**src/rtl/bus_arbiter_4_rr.sv**
```systemverilog
// rtl/bus_arbiter_4_rr.sv - 4-way round-robin arbiter with turnaround cycle for a tri-state bus mux
// Optional forced release after HOLD_MAX grant cycles is enabled by defining ARB_TIMEOUT_EN.
module bus_arbiter_4_rr #(
    parameter int HOLD_MAX = 16,
    parameter int CNT_W    = 5
) (
    input  logic       clock,
    input  logic       reset,
    input  logic [3:0] req,
    input  logic [3:0] done,
    output logic [3:0] grant,
    output logic [1:0] select,
    output logic       enable,
    output logic       busy,
    output logic       abort,
    output logic       timeout
);

    typedef enum logic [1:0] {IDLE, GRANT, TURN} state_t;

    state_t     state_q, state_d;
    logic [1:0] ptr_q, ptr_d;
    logic [3:0] grant_q, grant_d;
    logic [1:0] select_q, select_d;
    logic       enable_q, enable_d;
    logic       abort_q, abort_d;
    logic       timeout_q, timeout_d;
    logic [2:0] win;
`ifdef ARB_TIMEOUT_EN
    logic [CNT_W-1:0] hold_q, hold_d;
`endif

    // Returns {found, index}; the scan starts just after the last winner.
    function automatic logic [2:0] pick(input logic [3:0] r, input logic [1:0] p);
        logic [2:0] res;
        logic [1:0] idx;
        res = 3'b000;
        for (int i = 4; i >= 1; i--) begin
            idx = p + 2'(i);
            if (r[idx]) res = {1'b1, idx};
        end
        return res;
    endfunction

    always_comb begin
        state_d   = state_q;
        ptr_d     = ptr_q;
        grant_d   = grant_q;
        select_d  = select_q;
        enable_d  = enable_q;
        abort_d   = 1'b0;
        timeout_d = 1'b0;
        win       = pick(req, ptr_q);
`ifdef ARB_TIMEOUT_EN
        hold_d    = hold_q;
`endif
        case (state_q)
            IDLE, TURN: begin
                if (win[2]) begin
                    state_d  = GRANT;
                    grant_d  = 4'b0001 << win[1:0];
                    select_d = win[1:0];
                    enable_d = 1'b1;
`ifdef ARB_TIMEOUT_EN
                    hold_d   = '0;
`endif
                end else begin
                    state_d = IDLE;
                end
            end
            GRANT: begin
                if (done[select_q] || !req[select_q]) begin
                    state_d  = TURN;
                    grant_d  = 4'b0000;
                    enable_d = 1'b0;
                    ptr_d    = select_q;
                    abort_d  = !done[select_q];
                end
`ifdef ARB_TIMEOUT_EN
                else if (hold_q == CNT_W'(HOLD_MAX - 1)) begin
                    state_d   = TURN;
                    grant_d   = 4'b0000;
                    enable_d  = 1'b0;
                    ptr_d     = select_q;
                    timeout_d = 1'b1;
                end else begin
                    hold_d = hold_q + 1'b1;
                end
`endif
            end
            default: state_d = IDLE;
        endcase
    end

    always_ff @(posedge clock or posedge reset) begin
        if (reset) begin
            state_q   <= IDLE;
            ptr_q     <= 2'd3;
            grant_q   <= 4'b0000;
            select_q  <= 2'd0;
            enable_q  <= 1'b0;
            abort_q   <= 1'b0;
            timeout_q <= 1'b0;
`ifdef ARB_TIMEOUT_EN
            hold_q    <= '0;
`endif
        end else begin
            state_q   <= state_d;
            ptr_q     <= ptr_d;
            grant_q   <= grant_d;
            select_q  <= select_d;
            enable_q  <= enable_d;
            abort_q   <= abort_d;
            timeout_q <= timeout_d;
`ifdef ARB_TIMEOUT_EN
            hold_q    <= hold_d;
`endif
        end
    end

    assign grant   = grant_q;
    assign select  = select_q;
    assign enable  = enable_q;
    assign busy    = (state_q != IDLE);
    assign abort   = abort_q;
    assign timeout = timeout_q;

endmodule

```
**config.mk**
```make
export PLATFORM = sky130hd
export DESIGN_NAME = bus_arbiter_4_rr
export DESIGN_NICKNAME = d
export VERILOG_FILES = /design/src/rtl/bus_arbiter_4_rr.sv
export SDC_FILE = /design/constraint.sdc
export NUM_CORES = 1
export LEC_CHECK = 0
export CAP_MARGIN = 20
export CORE_ASPECT_RATIO = 0.9
export CORE_UTILIZATION = 39
export CTS_CLUSTER_SIZE = 40
export DETAILED_ROUTE_END_ITERATION = 6
export HOLD_SLACK_MARGIN = 0.12
export PLACE_DENSITY = 0.81
export SLEW_MARGIN = 20
export SYNTH_ARGS = -nofsm -noshare
export SYNTH_HDL_FRONTEND = slang
export SYNTH_SLANG_ARGS = --single-unit
```
**constraint.sdc**
```tcl
create_clock -name clock -period 1.8 [get_ports clock]
set_clock_uncertainty 0.15 [all_clocks]
set_input_delay 0.36 -clock clock [delete_from_list [all_inputs] [get_ports clock]]
set_output_delay 0.36 -clock clock [all_outputs]
set_load 0.005 [all_outputs]
```
# ---- Word-level counts from Yosys, hierarchy flattened
# Index checks and enable logic that the tools add are counted.
dict set report totals {
  reg_bits 12
  elab_cells 56
}
dict set report classes {
  n_addsub 3
  order_cmp 5
  eq_ne 4
  shifts 1
  n_mux 27
  n_reduce_logical 10
}
# op n
set op_table {}
lappend op_table {{2-bit by 3-bit < comparator with 1-bit output, second input constant} 5}
lappend op_table {{1-bit binary-select mux with 2-bit select} 6}
lappend op_table {{3-bit 2-to-1 mux} 4}
lappend op_table {{1-bit 2-to-1 mux} 11}
lappend op_table {{4-bit 2-to-1 mux} 2}
lappend op_table {{4-bit case mux with 2 select lines} 1}
lappend op_table {{2-bit adder, second input constant} 2}
lappend op_table {{2-bit inequality test, second input constant} 2}
lappend op_table {{2-bit case mux with 2 select lines} 1}
lappend op_table {{2-bit AND reduction} 2}
lappend op_table {{2-bit nonzero test} 2}
lappend op_table {{1-bit by 2-bit left shift with 4-bit output, first input constant} 1}
lappend op_table {{3-bit AND reduction} 1}
lappend op_table {{2-bit by 1-bit adder with 2-bit output, second input constant} 1}
lappend op_table {{2-bit by 1-bit == test with 1-bit output, second input constant} 1}
lappend op_table {{2-bit == test, second input constant} 1}
lappend op_table {{1-bit logical NOT} 2}
lappend op_table {{2-bit logical NOT} 1}
lappend op_table {{2-bit 2-to-1 mux} 1}
lappend op_table {{1-bit case mux with 2 select lines} 1}
lappend op_table {{2-bit OR reduction} 1}
lappend op_table {{1-bit logical OR} 1}

# ---- Depth between registers and ports, before layout
dict set report depth {
  word_depth 9
  depth_mapped 5
  depth_no_buf 5
}

# ---- Least setup slack after synthesis
# OpenSTA, ideal clock, no wires.
dict set report synth_path {
  path_type {flip-flop to flip-flop}
  start {reg select_q[0] (netlist: select[0])}
  end {reg ptr_q[0]}
  arrival_ns 1.563
  setup_slack_ns 0.005
  path_stages_with_launch 5
  path_cell_list {dfrtp_1 -> mux4_2 -> a21o_4 -> inv_4 -> mux2_4}
}
dict set report synth_via {
  elab_chain_len 5
  word_cells_on_any_way 7
  cone_classes {mux (4); reduce/logical (3)}
}
# element line_no
set synth_rtl {}
lappend synth_rtl {{start: declaration} 24} ;# logic [1:0] select_q, select_d;
lappend synth_rtl {{start signal: assignment} 111} ;# select_q <= select_d;
lappend synth_rtl {{1-bit binary-select mux with 2-bit select} 72} ;# if (done[select_q] || !req[select_q]) begin
lappend synth_rtl {{1-bit 2-to-1 mux (implied by the code)} 72}
lappend synth_rtl {{1-bit logical NOT} 72}
lappend synth_rtl {{1-bit logical OR} 72}
lappend synth_rtl {{2-bit AND reduction (no source line)} -}
lappend synth_rtl {{end signal: assignment} 109} ;# ptr_q <= ptr_d;
lappend synth_rtl {{end: declaration} 22} ;# logic [1:0] ptr_q, ptr_d;
# Parallel ways exist; a longest one is shown, timed or not. The select of a mux whose other input is x is not followed.
# A chain may end at the register's enable or synchronous reset.

# ---- Worst setup path after layout
dict set report layout_path {
  start {reg select_q[0] (netlist: select[0])}
  end {reg ptr_q[1]}
}
dict set report layout_via {
  elab_chain_len 5
  word_cells_on_any_way 7
  cone_classes {mux (4); reduce/logical (3)}
}
# element line_no
set layout_rtl {}
lappend layout_rtl {{1-bit binary-select mux with 2-bit select} 72}
lappend layout_rtl {{1-bit 2-to-1 mux (implied by the code)} 72}
lappend layout_rtl {{1-bit logical NOT} 72}
lappend layout_rtl {{1-bit logical OR (*)} 72}
lappend layout_rtl {{2-bit AND reduction (no source line) (*)} -}
# Mark *: on every way between the ends. The rest lies on a longest branch, timed or not. The select of a mux whose other input is x is not followed.

==> impl_metrics.csv <==
group,metric,value,unit
synthesis,yosys_warnings,0,
timing,max_freq,565.7,MHz
placed_design,io_buffers,18,
worst_setup_path,end_kind,"flip-flop",
synthesis,async_flop_share,100.0,%
worst_setup_path,worstPathRequired,1.86,ns
layout,fin_area,1003,um^2
synthesis,netlist.area_leader.share,39.76,%
layout,fin_util,67.79,%
power_and_ir_drop,irDropWorstVdd,0.9231,mV
die,rows,13,
timing,period_needed,1.768,ns
drt,via_count,555,
timing,tns,0,ns
clock_network,path_clk_slew,0.08,ns
clock_network,insertion_delay,0.28,ns
worst_setup_path,start_kind,"flip-flop",
synthesis,synthTopCellsByArea,"dfrtp_1 40%, dfstp_2 8.3%, mux4_2 7.2%",
worst_setup_path,cp_top_family,"multiplexers",
timing,slew_violations,0,
clock_network,clockBufferDepth,2,
synthesis,synth_top_area_cell,"dfrtp_1",
timing,rsz0062_at_grt,"yes",
drt,wl_per_cell,13.27,um
layout,syn2layout_area_growth,59.44,%
die,start_util,42.52,%
synthesis,synth_edf_count,0,
synthesis,synth_flop_cell,"dfrtp_1",
worst_setup_path,rrSetupSlack,0.03,ns
die,ios,20,
worst_setup_path,crit_slowest_cell,"mux4_2",
grt,grt_pass1_vias,505,
worst_setup_path,crit_chain,"mux4_2, a21o_4, inv_4, mux2_4",
drt,route.detailed.drc,0,
worst_setup_path,path_buf_inv,1,
synthesis,synth.distinct_cells,29,
drt,routed_wl,1.526,mm
grt,grt.overflow.total,0,
synthesis,ys_seq_area_share,48.11,%
clock_network,cts.sinks,12,
power_and_ir_drop,power_density,1672,nW/um^2
synthesis,post_synth.cell_area_avg,11.04,um^2
placed_design,place_congestion,0.7875,
timing,layout_worst_path_cycle_share,98.21,%
layout,layout.nets,104,
grt,grt_util_all_layers,18.22,%
die,die_h,40.11,um
outcome,status,"finished clean",
worst_setup_path,crit_fanout,4,
worst_setup_path,max_stage_delay,0.53,ns
clock_network,cts-root-buf,"clkbuf_4",
synthesis,postSynthNetCount,67,
synthesis,synth_common_cells,"10 x dfrtp_1, 5 x nor2_1, 4 x nand2_1, 3 x nand2b_1",
drt,first_pass_iters,3,
drt,via_per_inst,4.826,
layout,finalNonFillerCells,115,
synthesis,yosysMostFrequentCell,"dfrtp_1",
clock_network,cts_tree,"built",
grt,grt_start_max_net_pins,13,
run,maxCapViolCount,0,
synthesis,syn_area,629.4,um^2
clock_network,cts_buffers,3,
grt,grt_pass1_wl,2.263,mm
power_and_ir_drop,p_leak,0.0004683,uW
layout,drive_gt1_share,39.78,%
synthesis,synth_cells,57,
min_path,hold_class,"in2async",
placed_design,placed_cell_area,923.4,um^2
die,dieArea,1779,um^2
die,coreArea,1480,um^2
synthesis,yosys_register_bits,12,
timing,setup_viol,0,
worst_setup_path,crit_type,"reg2reg",
clock_network,hold_buffers,0,
placed_design,dp_cells,108,
placed_design,hpwl,1.045,mm
clock_network,h-tree-depth,1,
drt,dr.first_iter.drc_count,9,
grt,antenna_found_initial,0,
drt,ant_nets,0,
die,die-width,44.35,um
timing,hold_violations,0,
layout,antenna_cells,0,
worst_setup_path,worstPathArrival,1.82,ns
## logic make-up (layout without fill, tap and decap cells)
family	count (synthesis)	in the layout	synth area share [%]
buffers and inverters	5	41	3.976
and+or+nand+nor	19	19	14.91
DFF	12	12	48.11
AOI/OAI and AO/OA	15	15	18.69
muxes	5	5	13.72
other	1	1	0.5958
## through the flow
| stage | power [uW] | hold WS (ns) | worst slack (ns) |
|---|---|---|---|
| 3_5_place_dp | 1358 | 0.3468 | -0.3148 |
| 4_1_cts | 1602 | 0.2451 | -0.03382 |
| 3_3_place_gp | 1347 | 0.3447 | -0.2986 |
| 6_report | 1678 | 0.2258 | 0.03222 |
| 5_1_grt | 1784 | 0.2999 | -0.02296 |
| 2_1_floorplan | 944.7 | 0.07327 | 0.004823 |
## cell usage in the layout (no fill, tap or decap), drive strengths merged, types with 2 or more instances in the layout
cell	n
mux4	2
nor2b	2
nor2	5
o32ai	2
mux2	3
dfrtp	10
o21ai	2
nand2b	3
clkdlybuf4s50	12
nand2	4
a32o	2
inv	3
clkbuf	4
a21o	5
dlygate4sd2	5
buf	16
a21oi	2
dfstp	2
## area by class of cell
cell class / instances / area [um^2]
Fill cell: 118 / 476.7
Timing Repair Buffer: 34 / 304.0
Multi-Input combinational cell: 40 / 316.6
Inverter: 3 / 13.76
Sequential cell: 12 / 305.3
Tap cell: 22 / 27.53
Clock buffer: 4 / 36.28
## state kept, by name, indices dropped and copies added, names as in the netlist
register	count
abort	1
grant	4
enable	1
ptr_q	2
select	2
state_q	2
## what timing repair did
item | CTS | global route
pin swaps | 1 | 0
setup buffers | 2 | 1
gates resized for setup | 5 | 7
endpoints found under the setup margin | 4 | 6
endpoints found under the hold margin | 0 | 0
## layer usage
layer,global-route usage (%),vias to the layer above,wire [um]
li1,-,276,-
met1,24.01,261,718
met2,29.04,16,710
met3,4.955,2,86
met4,6.818,0,10
met5,0,-,0
## final timing paths
kind	startpoint	end	cells after the start
max in group asynchronous	reset	ptr_q[1]$_DFFE_PP1P_	2
max reg2reg	select[0]$_DFFE_PP0P_	ptr_q[1]$_DFFE_PP1P_	4
min reg2reg	enable$_DFFE_PP0P_	enable$_DFFE_PP0P_	1
min in group clock	enable$_DFFE_PP0P_	enable$_DFFE_PP0P_	1
min	reset	state_q[1]$_DFFE_PP0P_	2
max	select[0]$_DFFE_PP0P_	ptr_q[1]$_DFFE_PP1P_	4
## where the power goes
group / internal (uW) / switching (uW) / total [uW]
Sequential: 407 / 91.6 / 499
Clock: 123 / 99.0 / 222
Combinational: 595 / 362 / 957
## worst reg2reg max path, stage by stage, from the launching register on
cell and delay (ns):
dfrtp_2 0.41, mux4_2 0.53, a21o_4 0.26, inv_4 0.07, mux2_4 0.29
(Power assumes the default switching activity.)
